==> src/rtl/sigmoid_alu_accumulator.sv <==
// Neuron dot-product accumulator: sums signed products onto a bias with saturation,
// then offers a scaled, saturated result over a valid/ready handshake.
//
// state   | meaning
// IDLE    | waiting for start; no products consumed
// ACCUM   | accepting product beats until the in_last beat
// HOLD    | result presented until downstream takes it
module sigmoid_alu_accumulator #(
  parameter int ACC_WIDTH = 16,
  parameter int OUT_WIDTH = 8,
  parameter int SHIFT     = 4,
  parameter int CNT_WIDTH = 10
) (
  input  logic                 i_clk,
  input  logic                 i_rst,
  input  logic                 i_start,
  input  logic [7:0]           i_bias,
  input  logic                 i_in_valid,
  output logic                 o_in_ready,
  input  logic [7:0]           i_product,
  input  logic                 i_in_last,
  output logic                 o_out_valid,
  input  logic                 i_out_ready,
  output logic [OUT_WIDTH-1:0] o_out_data,
  output logic                 o_ovf,
  output logic [CNT_WIDTH-1:0] o_term_cnt
);

  typedef enum logic [1:0] {S_IDLE, S_ACCUM, S_HOLD} state_t;

  localparam logic [CNT_WIDTH-1:0] CNT_ONE = {{(CNT_WIDTH-1){1'b0}}, 1'b1};

  state_t                       r_state;
  state_t                       w_state_nxt;
  logic signed [ACC_WIDTH-1:0]  r_acc;
  logic [CNT_WIDTH-1:0]         r_cnt;
  logic                         r_ovf;

  logic                         w_accept;
  logic signed [ACC_WIDTH:0]    w_sum;
  logic                         w_sat_hit;
  logic signed [ACC_WIDTH-1:0]  w_acc_sat;
  logic signed [ACC_WIDTH-1:0]  w_shift;
  logic [OUT_WIDTH-1:0]         w_out_sat;

  assign w_accept = (r_state == S_ACCUM) && i_in_valid;

  // One extra bit of headroom: overflow shows up as the top two bits disagreeing.
  assign w_sum     = {r_acc[ACC_WIDTH-1], r_acc}
                   + {{(ACC_WIDTH+1-8){i_product[7]}}, i_product};
  assign w_sat_hit = w_sum[ACC_WIDTH] != w_sum[ACC_WIDTH-1];
  assign w_acc_sat = !w_sat_hit          ? w_sum[ACC_WIDTH-1:0] :
                     w_sum[ACC_WIDTH]    ? {1'b1, {(ACC_WIDTH-1){1'b0}}} :
                                           {1'b0, {(ACC_WIDTH-1){1'b1}}};

  // Result fits when every bit above the output sign bit matches it.
  assign w_shift   = r_acc >>> SHIFT;
  assign w_out_sat = ((&w_shift[ACC_WIDTH-1:OUT_WIDTH-1]) ||
                      !(|w_shift[ACC_WIDTH-1:OUT_WIDTH-1]))
                     ? w_shift[OUT_WIDTH-1:0]
                     : (w_shift[ACC_WIDTH-1] ? {1'b1, {(OUT_WIDTH-1){1'b0}}}
                                             : {1'b0, {(OUT_WIDTH-1){1'b1}}});

  always_ff @(posedge i_clk) begin
    if (i_rst) begin
      r_state <= S_IDLE;
    end else begin
      r_state <= w_state_nxt;
    end
  end

  always_comb begin
    w_state_nxt = r_state;
    o_in_ready  = 1'b0;
    o_out_valid = 1'b0;
    o_out_data  = '0;
    case (r_state)
      S_IDLE: begin
        if (i_start) w_state_nxt = S_ACCUM;
      end
      S_ACCUM: begin
        o_in_ready = 1'b1;
        if (i_in_valid && i_in_last) w_state_nxt = S_HOLD;
      end
      S_HOLD: begin
        o_out_valid = 1'b1;
        o_out_data  = w_out_sat;
        if (i_out_ready) w_state_nxt = S_IDLE;
      end
      default: w_state_nxt = S_IDLE;
    endcase
  end

  always_ff @(posedge i_clk) begin
    if (i_rst) begin
      r_acc <= '0;
      r_cnt <= '0;
      r_ovf <= 1'b0;
    end else if (r_state == S_IDLE && i_start) begin
      r_acc <= {{(ACC_WIDTH-8){i_bias[7]}}, i_bias};
      r_cnt <= '0;
      r_ovf <= 1'b0;
    end else if (w_accept) begin
      r_acc <= w_acc_sat;
      r_ovf <= r_ovf | w_sat_hit;
      if (r_cnt != {CNT_WIDTH{1'b1}}) r_cnt <= r_cnt + CNT_ONE;
    end
  end

  assign o_ovf      = r_ovf;
  assign o_term_cnt = r_cnt;

endmodule

==> config.mk <==
export PLATFORM = sky130hd
export DESIGN_NAME = sigmoid_alu_accumulator
export DESIGN_NICKNAME = d
export VERILOG_FILES = /design/src/rtl/sigmoid_alu_accumulator.sv
export SDC_FILE = /design/constraint.sdc
export NUM_CORES = 1
export LEC_CHECK = 0
export ABC_AREA = 1
export BUFFER_PORTS_ARGS = -buffer_cell sky130_fd_sc_hd__buf_2
export CAP_MARGIN = 10
export CORE_AREA = 2 2 66 68
export CTS_BUF_LIST = sky130_fd_sc_hd__clkbuf_2
export DETAILED_ROUTE_END_ITERATION = 8
export DIE_AREA = 0 0 68 70
export GPL_ROUTABILITY_DRIVEN = 0
export GPL_TIMING_DRIVEN = 0
export PLACE_DENSITY = 0.83
export SLEW_MARGIN = 40
export SYNTH_ARGS = -nofsm -noshare
export SYNTH_HDL_FRONTEND = slang
export SYNTH_SLANG_ARGS = --single-unit
==> constraint.sdc <==
create_clock -name i_clk -period 3.3 [get_ports i_clk]
set_input_delay 0.165 -clock i_clk [delete_from_list [all_inputs] [get_ports i_clk]]
set_output_delay 0.165 -clock i_clk [all_outputs]
set_load 0.03 [all_outputs]
==> run summary <==
The static leakage is 0.00149 µW. In the final layout, the share of cells above drive strength 1 is 20.9%. The logs give 1.01 ns for the least setup slack across all paths after layout and 4760 µm² for the area of the die. The later pin in the worst-skew pair is clocked with a latency of 0.37 ns. The DRC violation total after the first TritonRoute iteration was 102; the net count after synthesis was 411. In this run the core area contains 24 standard-cell rows. The post-placement worst setup slack is 1.02 ns, and the half-perimeter wire length after placement is 4590 µm. The depth of the CTS H-tree was 2; the transition time at the pin with the least slew margin was 0.699 ns.

The tree built by TritonCTS fans out to 29 sinks. The synthesized netlist occupies a cell area of 2430 µm². For this run, design rule violations remaining after detail routing come to 0.

IR analysis of the VDD net gives a maximum drop of 264 µV. The synthesized netlist cell count was 371. After detailed routing, the total wire length is 5840 µm.

Summing internal, switching and leakage power gives 1150 µW. Number of setup violations in the final report: 0. The detailed-route wire length per cell works out to 12.3 µm. Broken down by cell family, the worst path's largest delay share belongs to simple AND/OR/NAND/NOR gates. The utilization after layout was 66.5%. For the total I/O pin count, the log shows 43. Slowest stage cell on the critical path: fa_1. Compared with the post-synthesis result, the final layout area differs by 13.6%.

In the layout the commonest cells are nand2_1 (106), inv_1 (53), buf_2 (42). The share of the yosys chip area belonging to registers was 23.9%. The die is 68 µm wide.

Setup repair after global routing left no endpoint under its margin. The placed instance count was 465; the CTS buffer count was 5. Core region area: 4140 µm². Measured against its own limit, the worst slew margin works out to 52.9%. The count of buffers added on input and output ports is 42. Synthesis instantiated 35 different standard cells from the library. The library cell used most frequently in the layout, excluding fill and tap cells, is nand2_1. Measured along the y axis, the die boundary spans 70 µm. For this run, the detailed router's first-pass iteration total came to 4.

Together, buffers and inverters on the worst path number 3. Counting the fill cells in the layout gives 388. The first global-routing pass estimated 10100 µm of wire. In the post-synthesis netlist, the biggest area contributors are dfxtp_1 (24%), nand2_1 (16%), ha_1 (8.8%).

The highest fanout seen on the critical path works out to 10. The critical path start-end classification is reg2reg. In the routed layout, each cell is associated on average with a via count of 5.27. The required time of the critical path was 3.57 ns. Global routing finished with a remaining overflow of 0. The run gives 0 as the final-report max-slew violation count. For the final routed database, the setup TNS stands at 0 ns. The post-CTS clock slew at the launch and capture registers of the worst setup and hold paths was 0.16 ns; the final hold violation count was 0. The tools report the CTS root buffer as clkbuf_2.

The flow ran to the end, and the final reports show no timing, DRC or antenna violations. The number of global-route vias before repair came out at 2330. Across every metal layer, demand over resource in global routing totals 27.3%. The library cell appearing most often on the critical path is nand2_1. TritonCTS built the clock tree. The signal on the critical path passes through ha_1 > inv_1 > fa_1 > inv_1 > nand2_1 > nand2_1 > nand3_1 > nand2_2 > nand2_2 > nand2_1 > nand2_2 > nand2_4 > nand2_4 > buf_8 > nand2_1 > nand2_1 > nand2_1 > a21oi_2. Count of warnings emitted by yosys: 0.

For the highest clock rate, the log shows 436 MHz. Dividing total power by cell area gives a power density of 419 nW/µm². Once detail routing completed, the nets flagged for antenna violations numbered 0. Summed over all instances, the cell type with the most area after synthesis is dfxtp_1.

STA classifies the critical path startpoint as a flip-flop. The initial antenna violation count came out at 0. The final layout net count came out at 461.

Summing over every cut layer, the via total after detailed routing is 2500. Synthesis-stage register bit count: 29. Once the floorplan was initialized, standard cells occupied 58.5% of the core. In this run the worst hold path is classified as in2reg.

The repair_antennas step left the layout with diodes totalling 0. The logs give 2.56 ns for the data arrival time of the critical path and 2 for the maximum root-to-sink buffer count. Entering global routing, the biggest net connects 11 pins. Setup slack on the worst flop-to-flop path: 1.01 ns. The delay of the slowest cell on the worst path is 0.38 ns, and the reported max-cap violation count is 0. In this run the mean area of a mapped cell was 6.54 µm².

The worst path in the final design needs a cycle of 2.29 ns, including I/O delays and setup. STA classifies the critical path endpoint as a flip-flop. After synthesis, the largest area contributor takes up 23.9% of total cell area. Leaving out filler cells and counting taps, the final layout contains 474. Of the available clock period, the critical path in the final layout requires 69.4%. Setup clock skew after layout: 0.00899 ns.

Buffers added to address setup during post-CTS repair amount to 0.
cell type report:
class / instances / area (µm²) / share of cell area (%)
Buffer: 4 / 30.0 / 1.09
Clock buffer: 5 / 25.0 / 0.908
Clock inverter: 3 / 12.5 / 0.454
Inverter: 59 / 224 / 8.13
Multi-Input combinational cell: 279 / 1600 / 58.0
Sequential cell: 29 / 581 / 21.1
Tap cell: 52 / 65.1 / 2.36
Timing Repair Buffer: 43 / 220 / 7.99
kinds of logic after synthesis:
kind of cell / share of synthesized area [%]
adders and majority gates: 9.59
DFF: 23.9
xor gates and xnor gates: 4.69
buffers and inverters: 10.5
and+or+nand+nor: 34.5
AOI/OAI and AO/OA: 16.9
worst paths after layout:
kind,startpoint,endpoint,cells past startpoint
setup / recovery,r_acc[0]$_SDFFE_PP0P_,r_acc[12]$_SDFFE_PP0P_,18
hold reg to reg,o_term_cnt[4]$_SDFFE_PP0P_,o_term_cnt[4]$_SDFFE_PP0P_,2
setup reg to reg,r_acc[0]$_SDFFE_PP0P_,r_acc[12]$_SDFFE_PP0P_,18
hold / removal,i_out_ready,r_state[1]$_SDFFE_PP0P_,4
registers in the layout (all words and copies together) (netlist names):
signal and cells:
r_acc 16, r_state 2, o_ovf 1, o_term_cnt 10
synth_stat cells, drive strengths merged:
cell    count
a211oi      2
a21oi      46
and2        2
buf         2
clkbuf      2
clkinv      1
dfxtp      29
fa          1
ha         17
inv        58
nand2     123
nand3      15
nand3b      2
nand4       3
nor2       21
nor3        9
nor4        1
o21ai      13
o21bai      2
o221ai      6
o41ai       1
or2         2
xnor2       4
xor2        9
through the flow:
step                      hold WS (ns)  cell area (µm²)
after global placement           0.386             2700
after detailed placement         0.388             2710
after floorplan                  0.234             2430
after global routing           0.00781             2760
after CTS                       0.0140             2760
final                           0.0354             2760
worst reg2reg max path: stages (launching register included):
cell     delay (ns)
dfxtp_1        0.37
ha_1           0.19
inv_1          0.06
fa_1           0.38
inv_1          0.08
nand2_1        0.07
nand2_1        0.08
nand3_1        0.09
nand2_2        0.12
nand2_2        0.07
nand2_1        0.07
nand2_2        0.07
nand2_4        0.09
nand2_4        0.08
buf_8          0.15
nand2_1        0.06
nand2_1        0.05
nand2_1        0.07
a21oi_2        0.05
power breakdown:
group | internal [µW] | total (µW) | switching, µW | leakage (µW)
sequential | 380 | 412 | 31.4 | 0.000238
combinational | 207 | 566 | 359 | 0.00122
clock | 46.3 | 177 | 130 | 0.0000278
routing by layer:
layer / vias up / wire length [µm] / track usage, %
li1: 1301 / - / -
met2: 67 / 2940 / 46.4
met4: 0 / 65 / 7.33
met5: - / 0 / 0
met1: 1126 / 2550 / 32.8
met3: 6 / 284 / 7.89
timing repair:
action / 4_1_cts / 5_1_grt
endpoints found under the hold margin: 2 / 0
resized for setup: 0 / 0
hold buffers: 1 / 0
(Power assumes the default switching activity.)
